[config.mk]
export PLATFORM = sky130hd
export DESIGN_NAME = uart_buffered_unit
export DESIGN_NICKNAME = d
export VERILOG_FILES = /design/src/rtl/uart_buffered_unit.sv
export SDC_FILE = /design/constraint.sdc
export NUM_CORES = 1
export LEC_CHECK = 0
export CAP_MARGIN = 40
export CORE_UTILIZATION = 25
export DETAILED_ROUTE_END_ITERATION = 8
export SYNTH_ARGS = -nofsm -noshare
export SYNTH_HDL_FRONTEND = slang
export SYNTH_SLANG_ARGS = --single-unit
export TNS_END_PERCENT = 20
[constraint.sdc]
create_clock -name clk -period 8.6 [get_ports clk]
set_input_delay 1.72 -clock clk [delete_from_list [all_inputs] [get_ports clk]]
set_output_delay 1.72 -clock clk [all_outputs]
set_load 0.02 [all_outputs]
[src/rtl/uart_buffered_unit.sv]
// FIFO-buffered full-duplex 8N1/8N2 UART behind the controller's single-request
// uart_go/rors/uart_done handshake; RX and TX each own an independent FIFO.
`timescale 1ns/1ps
module uart_buffered_unit #(
    parameter int CLKS_PER_BIT = 868,
    parameter int RX_DEPTH     = 16,
    parameter int TX_DEPTH     = 16,
    parameter int STOP_BITS    = 1
) (
    input  logic                          clk,
    input  logic                          rstn,
    input  logic                          uart_go,
    input  logic                          rors,
    input  logic [7:0]                    txdata,
    output logic [7:0]                    rxdata,
    output logic                          uart_done,
    output logic [$clog2(RX_DEPTH+1)-1:0] rx_count,
    output logic [$clog2(TX_DEPTH+1)-1:0] tx_count,
    input  logic                          err_clr,
    output logic                          rx_overrun,
    output logic                          rx_frame_err,
    output logic                          txd,
    input  logic                          rxd
);

    localparam int RCW = $clog2(RX_DEPTH + 1);
    localparam int TCW = $clog2(TX_DEPTH + 1);
    localparam int RPW = $clog2(RX_DEPTH);
    localparam int TPW = $clog2(TX_DEPTH);
    localparam int CW  = $clog2(CLKS_PER_BIT);

    localparam logic [CW-1:0]  BIT_LAST  = CW'(CLKS_PER_BIT - 1);
    localparam logic [CW-1:0]  HALF_LAST = CW'(CLKS_PER_BIT / 2 - 1);
    localparam logic [RCW-1:0] RX_FULL   = RCW'(RX_DEPTH);
    localparam logic [TCW-1:0] TX_FULL   = TCW'(TX_DEPTH);
    localparam logic           STOP_LAST = (STOP_BITS == 2);

    typedef enum logic [1:0] {RX_IDLE, RX_START, RX_DATA, RX_STOP} rx_state_t;
    typedef enum logic [1:0] {TX_IDLE, TX_START, TX_DATA, TX_STOP} tx_state_t;

    // Request path
    logic       pending;
    logic       pend_rors;
    logic [7:0] pend_data;
    logic       done_stage;
    logic       req_active;
    logic       req_rors;
    logic [7:0] req_data;
    logic       core_pop;
    logic       core_push;

    // RX side
    logic           rxd_meta;
    logic           rxd_sync;
    logic           rxd_prev;
    rx_state_t      rx_state;
    logic [CW-1:0]  rx_cnt;
    logic [2:0]     rx_bit;
    logic [7:0]     rx_shift;
    logic           rx_valid;
    logic           rx_stop_ok;
    logic           rx_push;
    logic [7:0]     rx_mem [RX_DEPTH];
    logic [RPW-1:0] rx_wr_ptr;
    logic [RPW-1:0] rx_rd_ptr;

    // TX side
    tx_state_t      tx_state;
    logic [CW-1:0]  tx_cnt;
    logic [2:0]     tx_bit;
    logic           tx_stop_idx;
    logic [7:0]     tx_shift;
    logic           tx_bit_end;
    logic           tx_pop;
    logic [7:0]     tx_mem [TX_DEPTH];
    logic [TPW-1:0] tx_wr_ptr;
    logic [TPW-1:0] tx_rd_ptr;

    // A pending request takes priority over a new strobe, which is ignored.
    always_comb begin
        req_active = pending | uart_go;
        req_rors   = pending ? pend_rors : rors;
        req_data   = pending ? pend_data : txdata;
        core_pop   = req_active & ~req_rors & (rx_count != '0);
        core_push  = req_active &  req_rors & (tx_count != TX_FULL);
    end

    always_ff @(posedge clk or negedge rstn) begin
        if (!rstn) begin
            pending    <= 1'b0;
            pend_rors  <= 1'b0;
            pend_data  <= 8'h00;
            done_stage <= 1'b0;
            uart_done  <= 1'b0;
            rxdata     <= 8'h00;
        end else begin
            if (!pending && uart_go) begin
                pend_rors <= rors;
                pend_data <= txdata;
            end
            pending    <= req_active & ~(core_pop | core_push);
            done_stage <= core_pop | core_push;
            uart_done  <= done_stage;
            if (core_pop) begin
                rxdata <= rx_mem[rx_rd_ptr];
            end
        end
    end

    always_ff @(posedge clk or negedge rstn) begin
        if (!rstn) begin
            rxd_meta <= 1'b1;
            rxd_sync <= 1'b1;
            rxd_prev <= 1'b1;
        end else begin
            rxd_meta <= rxd;
            rxd_sync <= rxd_meta;
            rxd_prev <= rxd_sync;
        end
    end

    // The half-bit start wait re-centres sampling on bit midpoints, absorbing the sync delay.
    always_ff @(posedge clk or negedge rstn) begin
        if (!rstn) begin
            rx_state   <= RX_IDLE;
            rx_cnt     <= '0;
            rx_bit     <= 3'd0;
            rx_shift   <= 8'h00;
            rx_valid   <= 1'b0;
            rx_stop_ok <= 1'b0;
        end else begin
            rx_valid <= 1'b0;
            case (rx_state)
                RX_IDLE: begin
                    if (rxd_prev && !rxd_sync) begin
                        rx_state <= RX_START;
                        rx_cnt   <= '0;
                    end
                end
                RX_START: begin
                    if (rx_cnt == HALF_LAST) begin
                        rx_cnt   <= '0;
                        rx_bit   <= 3'd0;
                        rx_state <= rxd_sync ? RX_IDLE : RX_DATA;
                    end else begin
                        rx_cnt <= rx_cnt + CW'(1);
                    end
                end
                RX_DATA: begin
                    if (rx_cnt == BIT_LAST) begin
                        rx_cnt   <= '0;
                        rx_shift <= {rxd_sync, rx_shift[7:1]};
                        rx_bit   <= rx_bit + 3'd1;
                        if (rx_bit == 3'd7) begin
                            rx_state <= RX_STOP;
                        end
                    end else begin
                        rx_cnt <= rx_cnt + CW'(1);
                    end
                end
                RX_STOP: begin
                    if (rx_cnt == BIT_LAST) begin
                        rx_cnt     <= '0;
                        rx_valid   <= 1'b1;
                        rx_stop_ok <= rxd_sync;
                        rx_state   <= RX_IDLE;
                    end else begin
                        rx_cnt <= rx_cnt + CW'(1);
                    end
                end
                default: rx_state <= RX_IDLE;
            endcase
        end
    end

    assign rx_push = rx_valid & rx_stop_ok & (rx_count != RX_FULL);

    // A new error event beats a simultaneous clear.
    always_ff @(posedge clk or negedge rstn) begin
        if (!rstn) begin
            rx_wr_ptr    <= '0;
            rx_rd_ptr    <= '0;
            rx_count     <= '0;
            rx_overrun   <= 1'b0;
            rx_frame_err <= 1'b0;
        end else begin
            if (rx_push) begin
                rx_wr_ptr <= rx_wr_ptr + RPW'(1);
            end
            if (core_pop) begin
                rx_rd_ptr <= rx_rd_ptr + RPW'(1);
            end
            if (rx_push && !core_pop) begin
                rx_count <= rx_count + RCW'(1);
            end else if (!rx_push && core_pop) begin
                rx_count <= rx_count - RCW'(1);
            end
            if (rx_valid && rx_stop_ok && rx_count == RX_FULL) begin
                rx_overrun <= 1'b1;
            end else if (err_clr) begin
                rx_overrun <= 1'b0;
            end
            if (rx_valid && !rx_stop_ok) begin
                rx_frame_err <= 1'b1;
            end else if (err_clr) begin
                rx_frame_err <= 1'b0;
            end
        end
    end

    always_ff @(posedge clk) begin
        if (rx_push) begin
            rx_mem[rx_wr_ptr] <= rx_shift;
        end
    end

    assign tx_bit_end = (tx_cnt == BIT_LAST);
    assign tx_pop     = (tx_count != '0) &
                        ((tx_state == TX_IDLE) |
                         ((tx_state == TX_STOP) & tx_bit_end & (tx_stop_idx == STOP_LAST)));

    always_ff @(posedge clk or negedge rstn) begin
        if (!rstn) begin
            tx_wr_ptr <= '0;
            tx_rd_ptr <= '0;
            tx_count  <= '0;
        end else begin
            if (core_push) begin
                tx_wr_ptr <= tx_wr_ptr + TPW'(1);
            end
            if (tx_pop) begin
                tx_rd_ptr <= tx_rd_ptr + TPW'(1);
            end
            if (core_push && !tx_pop) begin
                tx_count <= tx_count + TCW'(1);
            end else if (!core_push && tx_pop) begin
                tx_count <= tx_count - TCW'(1);
            end
        end
    end

    always_ff @(posedge clk) begin
        if (core_push) begin
            tx_mem[tx_wr_ptr] <= req_data;
        end
    end

    // Leaving the last stop bit with data queued goes straight into the next start bit.
    always_ff @(posedge clk or negedge rstn) begin
        if (!rstn) begin
            tx_state    <= TX_IDLE;
            tx_cnt      <= '0;
            tx_bit      <= 3'd0;
            tx_stop_idx <= 1'b0;
            tx_shift    <= 8'h00;
            txd         <= 1'b1;
        end else begin
            case (tx_state)
                TX_IDLE: begin
                    txd <= 1'b1;
                    if (tx_pop) begin
                        tx_shift <= tx_mem[tx_rd_ptr];
                        txd      <= 1'b0;
                        tx_cnt   <= '0;
                        tx_state <= TX_START;
                    end
                end
                TX_START: begin
                    if (tx_bit_end) begin
                        tx_cnt   <= '0;
                        tx_bit   <= 3'd0;
                        txd      <= tx_shift[0];
                        tx_state <= TX_DATA;
                    end else begin
                        tx_cnt <= tx_cnt + CW'(1);
                    end
                end
                TX_DATA: begin
                    if (tx_bit_end) begin
                        tx_cnt <= '0;
                        if (tx_bit == 3'd7) begin
                            txd         <= 1'b1;
                            tx_stop_idx <= 1'b0;
                            tx_state    <= TX_STOP;
                        end else begin
                            txd      <= tx_shift[1];
                            tx_shift <= {1'b0, tx_shift[7:1]};
                            tx_bit   <= tx_bit + 3'd1;
                        end
                    end else begin
                        tx_cnt <= tx_cnt + CW'(1);
                    end
                end
                TX_STOP: begin
                    if (tx_bit_end) begin
                        tx_cnt <= '0;
                        if (tx_stop_idx != STOP_LAST) begin
                            tx_stop_idx <= 1'b1;
                        end else if (tx_pop) begin
                            tx_shift <= tx_mem[tx_rd_ptr];
                            txd      <= 1'b0;
                            tx_state <= TX_START;
                        end else begin
                            tx_state <= TX_IDLE;
                        end
                    end else begin
                        tx_cnt <= tx_cnt + CW'(1);
                    end
                end
                default: tx_state <= TX_IDLE;
            endcase
        end
    end

endmodule
==> results_dict.tcl, run 1 <==
set metrics [dict create \
    status "finished, violations left" \
    violations "design-rule violations" \
    dr_wl_met3_um 1423 \
    nNetsFinal 1056 \
    worstPathCellList "clkdlybuf4s50_1 > nand2b_1 > nor2_1 > o22a_1 > inv_1 > ha_1 > inv_1 > ha_1 > nor2b_1 > o21a_1 > or3_1 > a21oi_1 > xor2_1" \
    dr_total_vias 8136 \
    place_inst 1740 \
    synth_common_cells "edfxtp_1 (256), dfrtp_1 (96), mux2i_1 (73), nand2_1 (54), nor2_1 (43)" \
    antenna_found_initial 2 \
    cp_slowest_stage_delay_ns 0.45 \
    cap_violations 0 \
    cts_root_buf "clkbuf_16" \
    die_height_um 246.7 \
    yosysSeqAreaShare_pct 68.08 \
    skew_ns 0.02397 \
    finalMaxSlewViolations 0 \
    coreArea_mm2 0.05913 \
    critical_path_class "primary input to flop" \
    dieArea_mm2 0.06088 \
    io_buffers 35 \
    final_hold_viol_count 0 \
    worstPathMaxFanout 11 \
    path_clk_slew_ns 0.06 \
    highest_layer "met5" \
    cts.htree.levels 2 \
    holdWs_ns 0.3551 \
    synth_top_area_share_pct 51.34 \
    start_util_pct 25.32 \
    tns_ns 0 \
    grt_setup_unrepaired "false" \
    cts_setup_buffers 0 \
    pre_cts_ws_ns 3.552 \
    routed_wl_um 31410 \
    insertion_delay_ns 0.56 \
    clock_path_buffers 3 \
    synth_most_common_cell "edfxtp_1" \
    synth.yosys.warnings 0 \
    wl_per_cell_um 17.33 \
    max_freq_mhz 223.0 \
    ir_drop_v 0.0001497 \
    overflow 0 \
    cts_inserted_buffers 39 \
    grt_pass1_vias 8210 \
    drc 2 \
    synth_largest_area_cell "edfxtp_1" \
    grt_max_degree 53 \
    via_per_inst 4.488 \
    setup_viol 0 \
    ant_nets 0 \
    drtIter0Drc 596 \
    cts_resized 0 \
    worstMarginPinSlew_ns 0.8595 \
    worst-path-buf-inv 3 \
    ys_ff_latch 356 \
    dpl.hpwl_um 20650 \
    yosys-top-cells-area "edfxtp_1 (51%), dfrtp_1 (16%), mux4_2 (5.4%)" \
    p_total_mw 5.198 \
    synth_ff_type "edfxtp_1" \
    critical_path.slowest_cell "clkdlybuf4s50_1" \
    synth_edf_count 256 \
    synth.distinct_cells 64 \
    path_delay_family "simple AND/OR/NAND/NOR gates" \
    final_core_utilization_pct 29.79 \
    synthesis.area_mm2 0.01497 \
    syn_area_per_cell_um2 15.60 \
    io_pins 36 \
    crit_path_end_kind "flop" \
    wl_met2_um 15080 \
    slew_headroom_pct 42.49 \
    cp.arrival_ns 4.96 \
    die_w_um 246.7 \
    synth_nets 1007 \
    grt_pass1_wl_um 48860 \
    worst_slack_ns 4.116 \
    power_density_mw_per_mm2 295.1 \
    placementRows 89 \
    cts_hold_buf 0 \
    post-route-min-period_ns 4.484 \
    routabilityCongestion 0.8062 \
    fin_cells 1813 \
    cp-start-kind "primary input" \
    min_period_over_period_pct 52.13 \
    clkSinkCount 356 \
    grtUsageTotal_pct 10.51 \
    areaGrowthSynthToFinish_pct 17.63 \
    async_flop_share_pct 28.09 \
    cts_tree "yes" \
    post-route-cell-area_mm2 0.01761 \
    worstHoldPathType "flop to flop" \
    synth_cells 960 \
    dr.pass1.iters 7 \
    required_ns 9.08 \
    drt-met1-wl_um 14160 \
    power.leakage_nw 5.886 \
    drive_above_1_share_pct 15.30 \
    placedInstanceArea_mm2 0.01627 \
]
[routing by layer]
layer / vias to the layer above / GRT usage [%]
met1: 4122 / 13.77
met5: - / 0
met4: 2 / 3.195
met2: 156 / 17.08
li1: 3808 / -
met3: 48 / 2.550
[where the power goes]
group	switching [mW]	total, mW	internal, mW
clock network	0.694	1.74	1.04
registers	0.143	2.25	2.11
logic	0.717	1.21	0.489
[final timing paths]
kind | from | endpoint | slack, ns | cells after the start
max | uart_go | rx_count[4] | 4.12 | 13
min | rxd_meta | rxd_sync | 0.36 | 0
max reg2reg | pending | rx_count[4] | 4.98 | 12
min reg2reg | rxd_meta | rxd_sync | 0.36 | 0
max in group asynchronous | rstn | rx_rd_ptr[0] | 6.14 | 2
min in group asynchronous | rstn | tx_shift[6] | 1.22 | 1
[cell usage in the layout, fill, tap and decap left out, types with 5 or more instances in the layout]
cell,count
edfxtp_1,256
dfrtp_1,94
mux2i_1,73
nand2_1,54
nor2_1,43
clkbuf_16,39
mux4_2,36
clkdlybuf4s50_1,34
o21ai_0,33
ha_1,31
mux2_2,28
a22oi_1,26
inv_1,24
buf_4,17
a21oi_1,16
and2_1,16
nand3_1,16
xnor2_1,15
a21o_1,12
a31oi_1,12
nor3_1,10
nor2b_1,9
o221ai_1,9
xor2_1,8
clkinv_2,8
nor4_1,7
o31ai_1,7
a32oi_1,7
and3_1,6
bufinv_16,6
clkinv_1,6
nand2b_1,5
nor3b_1,5
[cells by family (layout without fill, tap and decap cells)]
logic type	count (synthesis)	in the layout	synth area share (%)
flip-flops	356	356	68.08
AO/OA/AOI/OAI	149	149	6.910
adder cells (fa/ha/maj)	33	33	2.858
XOR/XNOR	23	23	1.345
multiplexers	137	137	12.40
buffers and inverters	69	148	1.947
AND/OR/NAND/NOR	193	193	6.459
other	0	1	0
[flip-flops by register name, indices dropped and copies added, names as in the netlist, 5 cells and up, named ones only]
name	cells
tx_mem	128
pend_data	8
rxdata	8
rx_mem	128
tx_shift	8
tx_cnt	10
tx_count	5
rx_shift	8
rx_cnt	10
rx_count	5
[final cells by class]
class	count	area, um2
diodes	1	2.502
inverters	24	90.09
repair buffers	53	523.0
well taps	773	967.2
clock inverters	26	310.3
flip-flops and latches	356	10200
clock buffers	45	1028
fillers	5780	41520
multi-input cells	535	4496
Note: power is estimated with default switching activity, not from simulation.
==> run 2, diff against run 1 <==
==> constraint.sdc (replaced) <==
create_clock -name clk -period 4.35 [get_ports clk]
set_input_delay 0.87 -clock clk [delete_from_list [all_inputs] [get_ports clk]]
set_output_delay 0.87 -clock clk [all_outputs]
set_load 0.02 [all_outputs]
==> run 2 against run 1 <==
Against the previous run: final cell count rose by 0.39%; final area rose by 0.13%; core utilization hardly changed; highest routed layer is now met4; clock skew is 0.0072 ns lower; count of clock-buffer cells in the layout increased by 4; register-to-register slack got worse by 3.7 ns; via count grew 0.77%; the flow still finishes with violations (design-rule violations); die area did not move; critical path depth did not move; routed wire length shrank 0.92%; combinational power increased by 98%.
==> results_dict.tcl, run 2 (synthesis gave the netlist of run 1 again) <==
set metrics [dict create \
    cts_setup_buffers 0 \
    placementRows 89 \
    dpl.hpwl_um 20800 \
    reg2reg_to "tx_count[4]" \
    seq_area_mm2 0.01020 \
    power_density_mw_per_mm2 571.3 \
    grt_max_degree 59 \
    routed_wl_um 31120 \
    placedInstanceArea_mm2 0.01640 \
    path_clk_slew_ns 0.06 \
    overflow 0 \
    coreArea_mm2 0.05913 \
    required_ns 4.79 \
    final_core_utilization_pct 29.83 \
    pwr-share-comb_pct 23.7 \
    cts.htree.levels 2 \
    dr.pass1.iters 8 \
    grt_pass1_vias 8363 \
    cp-start-kind "primary input" \
    tns_ns 0 \
    critical_path_class "primary input to flop" \
    finalMaxSlewViolations 0 \
    reg.largest.list "rx_mem (128), tx_mem (128)" \
    grt_setup_unrepaired "false" \
    place_inst 1751 \
    post-route-cell-area_mm2 0.01764 \
    worst_slack_ns 1.256 \
    via_per_inst 4.505 \
    dieArea_mm2 0.06088 \
    ir_drop_v 0.0003069 \
    final_cell_mix "edfxtp_1 (256), dfrtp_1 (94), mux2i_1 (73), nand2_1 (54), nor2_1 (43)" \
    dr_total_vias 8199 \
    critical_path.slowest_cell "clkdlybuf4s50_1" \
    die_w_um 246.7 \
    final_hold_viol_count 0 \
    pwr-share-seq_pct 44.4 \
    max_freq_mhz 323.2 \
    startpoint "uart_go" \
    worstPathMaxFanout 6 \
    grt_pass1_wl_um 49150 \
    mostFrequentLayoutCell "edfxtp_1" \
    holdWs_ns 0.1891 \
    cts_tree "yes" \
    violations "design-rule violations" \
    io_buffers 35 \
    antennaDiodeCount 0 \
    worstHoldPathType "primary input to asynchronous set/reset pin" \
    pre_cts_ws_ns 0.7237 \
    swShare_pct 29.88 \
    start_util_pct 25.32 \
    post-route-min-period_ns 3.094 \
    drive_above_1_share_pct 15.85 \
    slew_headroom_pct 43.68 \
    cts_root_buf "clkbuf_16" \
    worstMarginPinSlew_ns 0.8417 \
    ant_nets 0 \
    crit_path_end_kind "flop" \
    cp_slowest_stage_delay_ns 0.57 \
    io_pins 36 \
    cts_inserted_buffers 38 \
    grtUsageTotal_pct 10.46 \
    min_period_over_period_pct 71.13 \
    r2r_slack_ns 1.32 \
    areaGrowthSynthToFinish_pct 17.78 \
    cts_resized 0 \
    wl_per_cell_um 17.10 \
    multi_input_area_mm2 0.004501 \
    status "finished, violations left" \
    p_sw_mw 3.011 \
    internal-power_mw 7.066 \
    clkSinkCount 356 \
    drc 1 \
    insertion_delay_ns 0.53 \
    drtIter0Drc 524 \
    clock_path_buffers 3 \
    cp.arrival_ns 3.53 \
    nNetsFinal 1065 \
    worstPathCellList "clkdlybuf4s50_1 > nand2b_1 > nor2_1 > o22a_1 > inv_1 > ha_1 > inv_1 > ha_1 > nor2b_1 > o21a_1 > or3_1 > a21oi_1 > xor2_1" \
    fin_cells 1820 \
    skew_ns 0.01678 \
    fillCellCount 5751 \
    cap_violations 0 \
    reg2reg_depth 14 \
    setup_viol 0 \
    p_total_mw 10.08 \
    routabilityCongestion 0.8139 \
    antenna_found_initial 0 \
    die_height_um 246.7 \
    cts_hold_buf 0 \
    r2r_start "tx_cnt[0]" \
    p_clk_share_pct 31.9 \
    power.leakage_nw 5.916 \
]
## run 2: changes by cell type in the layout (fill, tap and decap cells not counted), moves of 2 or more
| cell | before | now |
|---|---|---|
| clkinv_2 | 8 | 11 |
| clkinv_1 | 6 | 2 |
| clkinvlp_4 | 2 | 0 |
| buf_12 | 0 | 3 |
| clkinv_8 | 2 | 0 |
| bufinv_16 | 6 | 4 |
| clkbuf_1 | 3 | 9 |
| buf_4 | 17 | 22 |
| clkbuf_8 | 3 | 1 |
## run 2: worst max-delay path by stage
stage                  endpoint  cells after the start
finish              rx_count[4]                     13
global route        rx_count[4]                     13
CTS                 rx_count[4]                     13
detailed placement  rx_count[4]                     13
global placement    rx_count[4]                     13
floorplan           rx_count[4]                     14
## run 2: area by class of cell
class | instances | share of cell area (%)
sequential | 356 | 57.82
clock buffer | 49 | 5.803
clock inverter | 20 | 1.199
tap | 773 | 5.484
timing repair buffer | 63 | 3.668
multi-input combinational | 535 | 25.52
inverter | 24 | 0.5108
## run 2: worst max-delay path: cells and delay by family
family	cells	cell delay [ns]
buf+inv	3	0.78
xor+xnor	1	0.16
simple gates	4	0.63
compound gates	3	0.56
fa+ha+maj	2	0.52
## run 2: power by group through the flow
stage | clock [mW] | combinational (mW) | sequential, mW
after CTS | 3.31 | 2.42 | 4.48
after global routing | 3.43 | 2.64 | 4.53
final | 3.22 | 2.39 | 4.48
after detailed placement | 0 | 2.42 | 4.55
after global placement | 0 | 2.26 | 4.60
after floorplan | 0 | 1.70 | 4.44
## run 2: metal layers
metal / track usage (%) / vias to the layer above / routed length [um]
met4: 3.631 / 0 / 824
met5: 0 / - / 0
met2: 17.82 / 139 / 15430
met3: 1.791 / 53 / 1090
met1: 13.32 / 4183 / 13780
li1: - / 3824 / -
==> run 3, diff against run 2 <==
==> constraint.sdc (replaced) <==
create_clock -name clk -period 2.7 [get_ports clk]
set_input_delay 0.54 -clock clk [delete_from_list [all_inputs] [get_ports clk]]
set_output_delay 0.54 -clock clk [all_outputs]
set_load 0.02 [all_outputs]
==> run 3 against run 2 <==
Against the previous run: the run now ends clean; power is 61% higher; routed wire length is 2.9% higher; first-iteration DRC count is 6.5% lower; non-clock buffer count rose by 58; sequential power grew 59%; clock power up 49%; worst hold slack worse by 0.18 ns; via count is 3.0% higher; sequential share of layout area is 1.6 points lower; die area did not move.
==> results_dict.tcl, run 3 (synthesis gave the netlist of run 1 again) <==
set metrics [dict create \
    critical_path_class "flop to flop" \
    worstHoldPathType "primary input to asynchronous set/reset pin" \
    antenna_found_initial 0 \
    dieArea_mm2 0.06088 \
    nNetsFinal 1121 \
    clkSinkCount 356 \
    worstMarginPinSlew_ns 0.8373 \
    grt_pass1_wl_um 50100 \
    dr.pass1.iters 5 \
    grt_pass1_vias 8694 \
    grt_setup_unrepaired "true" \
    final_hold_viol_count 0 \
    skew_ns 0.02571 \
    cp-start-kind "flop" \
    post-route-min-period_ns 2.643 \
    path_clk_slew_ns 0.07 \
    max_freq_mhz 378.3 \
    crit_path_end_kind "flop" \
    coreArea_mm2 0.05913 \
    insertion_delay_ns 0.54 \
    cp-endpoint "rx_count[4]" \
    reg.largest.list "rx_mem (128), tx_mem (128)" \
    power_density_mw_per_mm2 895.6 \
    slew_headroom_pct 44.18 \
    setup_viol 0 \
    mostFrequentLayoutCell "edfxtp_1" \
    placementRows 89 \
    cts.htree.levels 2 \
    required_ns 3.15 \
    grt_max_degree 56 \
    die_w_um 246.7 \
    tns_ns 0 \
    wl_met2_um 15900 \
    areaGrowthSynthToFinish_pct 21.17 \
    r2r_start "rx_count[1]" \
    via_per_inst 4.506 \
    dpl.hpwl_um 21100 \
    routabilityCongestion 0.7771 \
    highest_layer "met4" \
    worstPathMaxFanout 4 \
    status "finished, final reports clean" \
    startpoint "rx_count[1]" \
    power.leakage_nw 6.145 \
    reg2reg_to "rx_count[4]" \
    final_core_utilization_pct 30.68 \
    drc 0 \
    overflow 0 \
    start_util_pct 25.32 \
    antennaDiodeCount 0 \
    final_cell_mix "edfxtp_1 (256), dfrtp_1 (89), mux2i_1 (73), buf_4 (72), nand2_1 (53)" \
    cts_inserted_buffers 36 \
    cap_violations 0 \
    r2r_slack_ns 0.06 \
    fillCellCount 5735 \
    ant_nets 0 \
    wl_per_cell_um 17.09 \
    die_height_um 246.7 \
    cp.arrival_ns 3.09 \
    cts_tree "yes" \
    cts_hold_buf 0 \
    min_period_over_period_pct 97.90 \
    grtUsageTotal_pct 10.61 \
    clock_path_buffers 3 \
    routed_wl_um 32020 \
    drive_above_1_share_pct 21.44 \
    dr_total_vias 8445 \
    finalMaxSlewViolations 0 \
    reg2reg_depth 11 \
    ir_drop_v 0.0004343 \
    io_buffers 35 \
    io_pins 36 \
    drt-met1-wl_um 14470 \
    cts_root_buf "clkbuf_16" \
    drtIter0Drc 490 \
    dr_wl_met3_um 1036 \
]
run 3: worst min path at each step:
stage                                            end  cells after the start  slack, ns  startpoint
after floorplan           asynchronous set/reset pin                      0       0.24        rstn
after global placement                      rxd_sync                      0       0.35    rxd_meta
after detailed placement                    rxd_sync                      0       0.35    rxd_meta
after CTS                                  rxdata[4]                      1       0.03        rstn
after global routing                      rx_stop_ok                      1       0.05        rstn
final                                      rxdata[4]                      1       0.01        rstn
run 3: what timing repair did:
| item | 4_1_cts | 5_1_grt |
|---|---|---|
| pin swaps | 3 | 4 |
| endpoints found under the setup margin | 2 | 3 |
| setup buffers | 2 | 0 |
| gates resized for setup | 2 | 8 |
| gates cloned | 0 | 0 |
run 3: report_power, final:
group	switching, mW	leakage, nW	internal (mW)
registers	0.391	3.31	6.72
logic	2.46	2.29	1.88
clock network	2.06	0.539	2.74
run 3: stage by stage:
stage                     power (mW)  std cells  setup WS, ns  instance area, um2  hold WS (ns)
final                          16.25       1874       0.05664               18140       0.01152
after CTS                      16.41       1874      0.001152               18110       0.02577
after detailed placement       11.55       1807       -0.2443               16970        0.3475
after floorplan                9.911        960      -0.09991               15030        0.2444
after global routing           17.04       1874      -0.05376               18140       0.05157
after global placement         11.43       1807       -0.2081               16970        0.3466
run 3: area by class of cell:
class	count	area, um2	share of cell area, %
clock buffer	54	1028	5.669
clock inverter	11	98.84	0.5448
inverter	24	92.59	0.5103
multi-input combinational	535	4572	25.20
sequential	356	10200	56.24
tap	773	967.2	5.331
timing repair buffer	121	1181	6.510
run 3: worst max-delay path, stage by stage, from the launching register on:
cell     delay [ns]
dfrtp_2        0.40
or4_4          0.52
o22a_1         0.23
inv_2          0.09
ha_4           0.17
inv_4          0.05
ha_4           0.20
nor2b_1        0.12
o21a_1         0.17
or3_1          0.33
a21oi_2        0.14
xor2_1         0.15
run 3: routing by layer:
metal / up-vias / track usage, %
li1: 3926 / -
met4: 0 / 3.304
met2: 130 / 18.02
met5: - / 0
met1: 4344 / 13.88
met3: 45 / 1.563
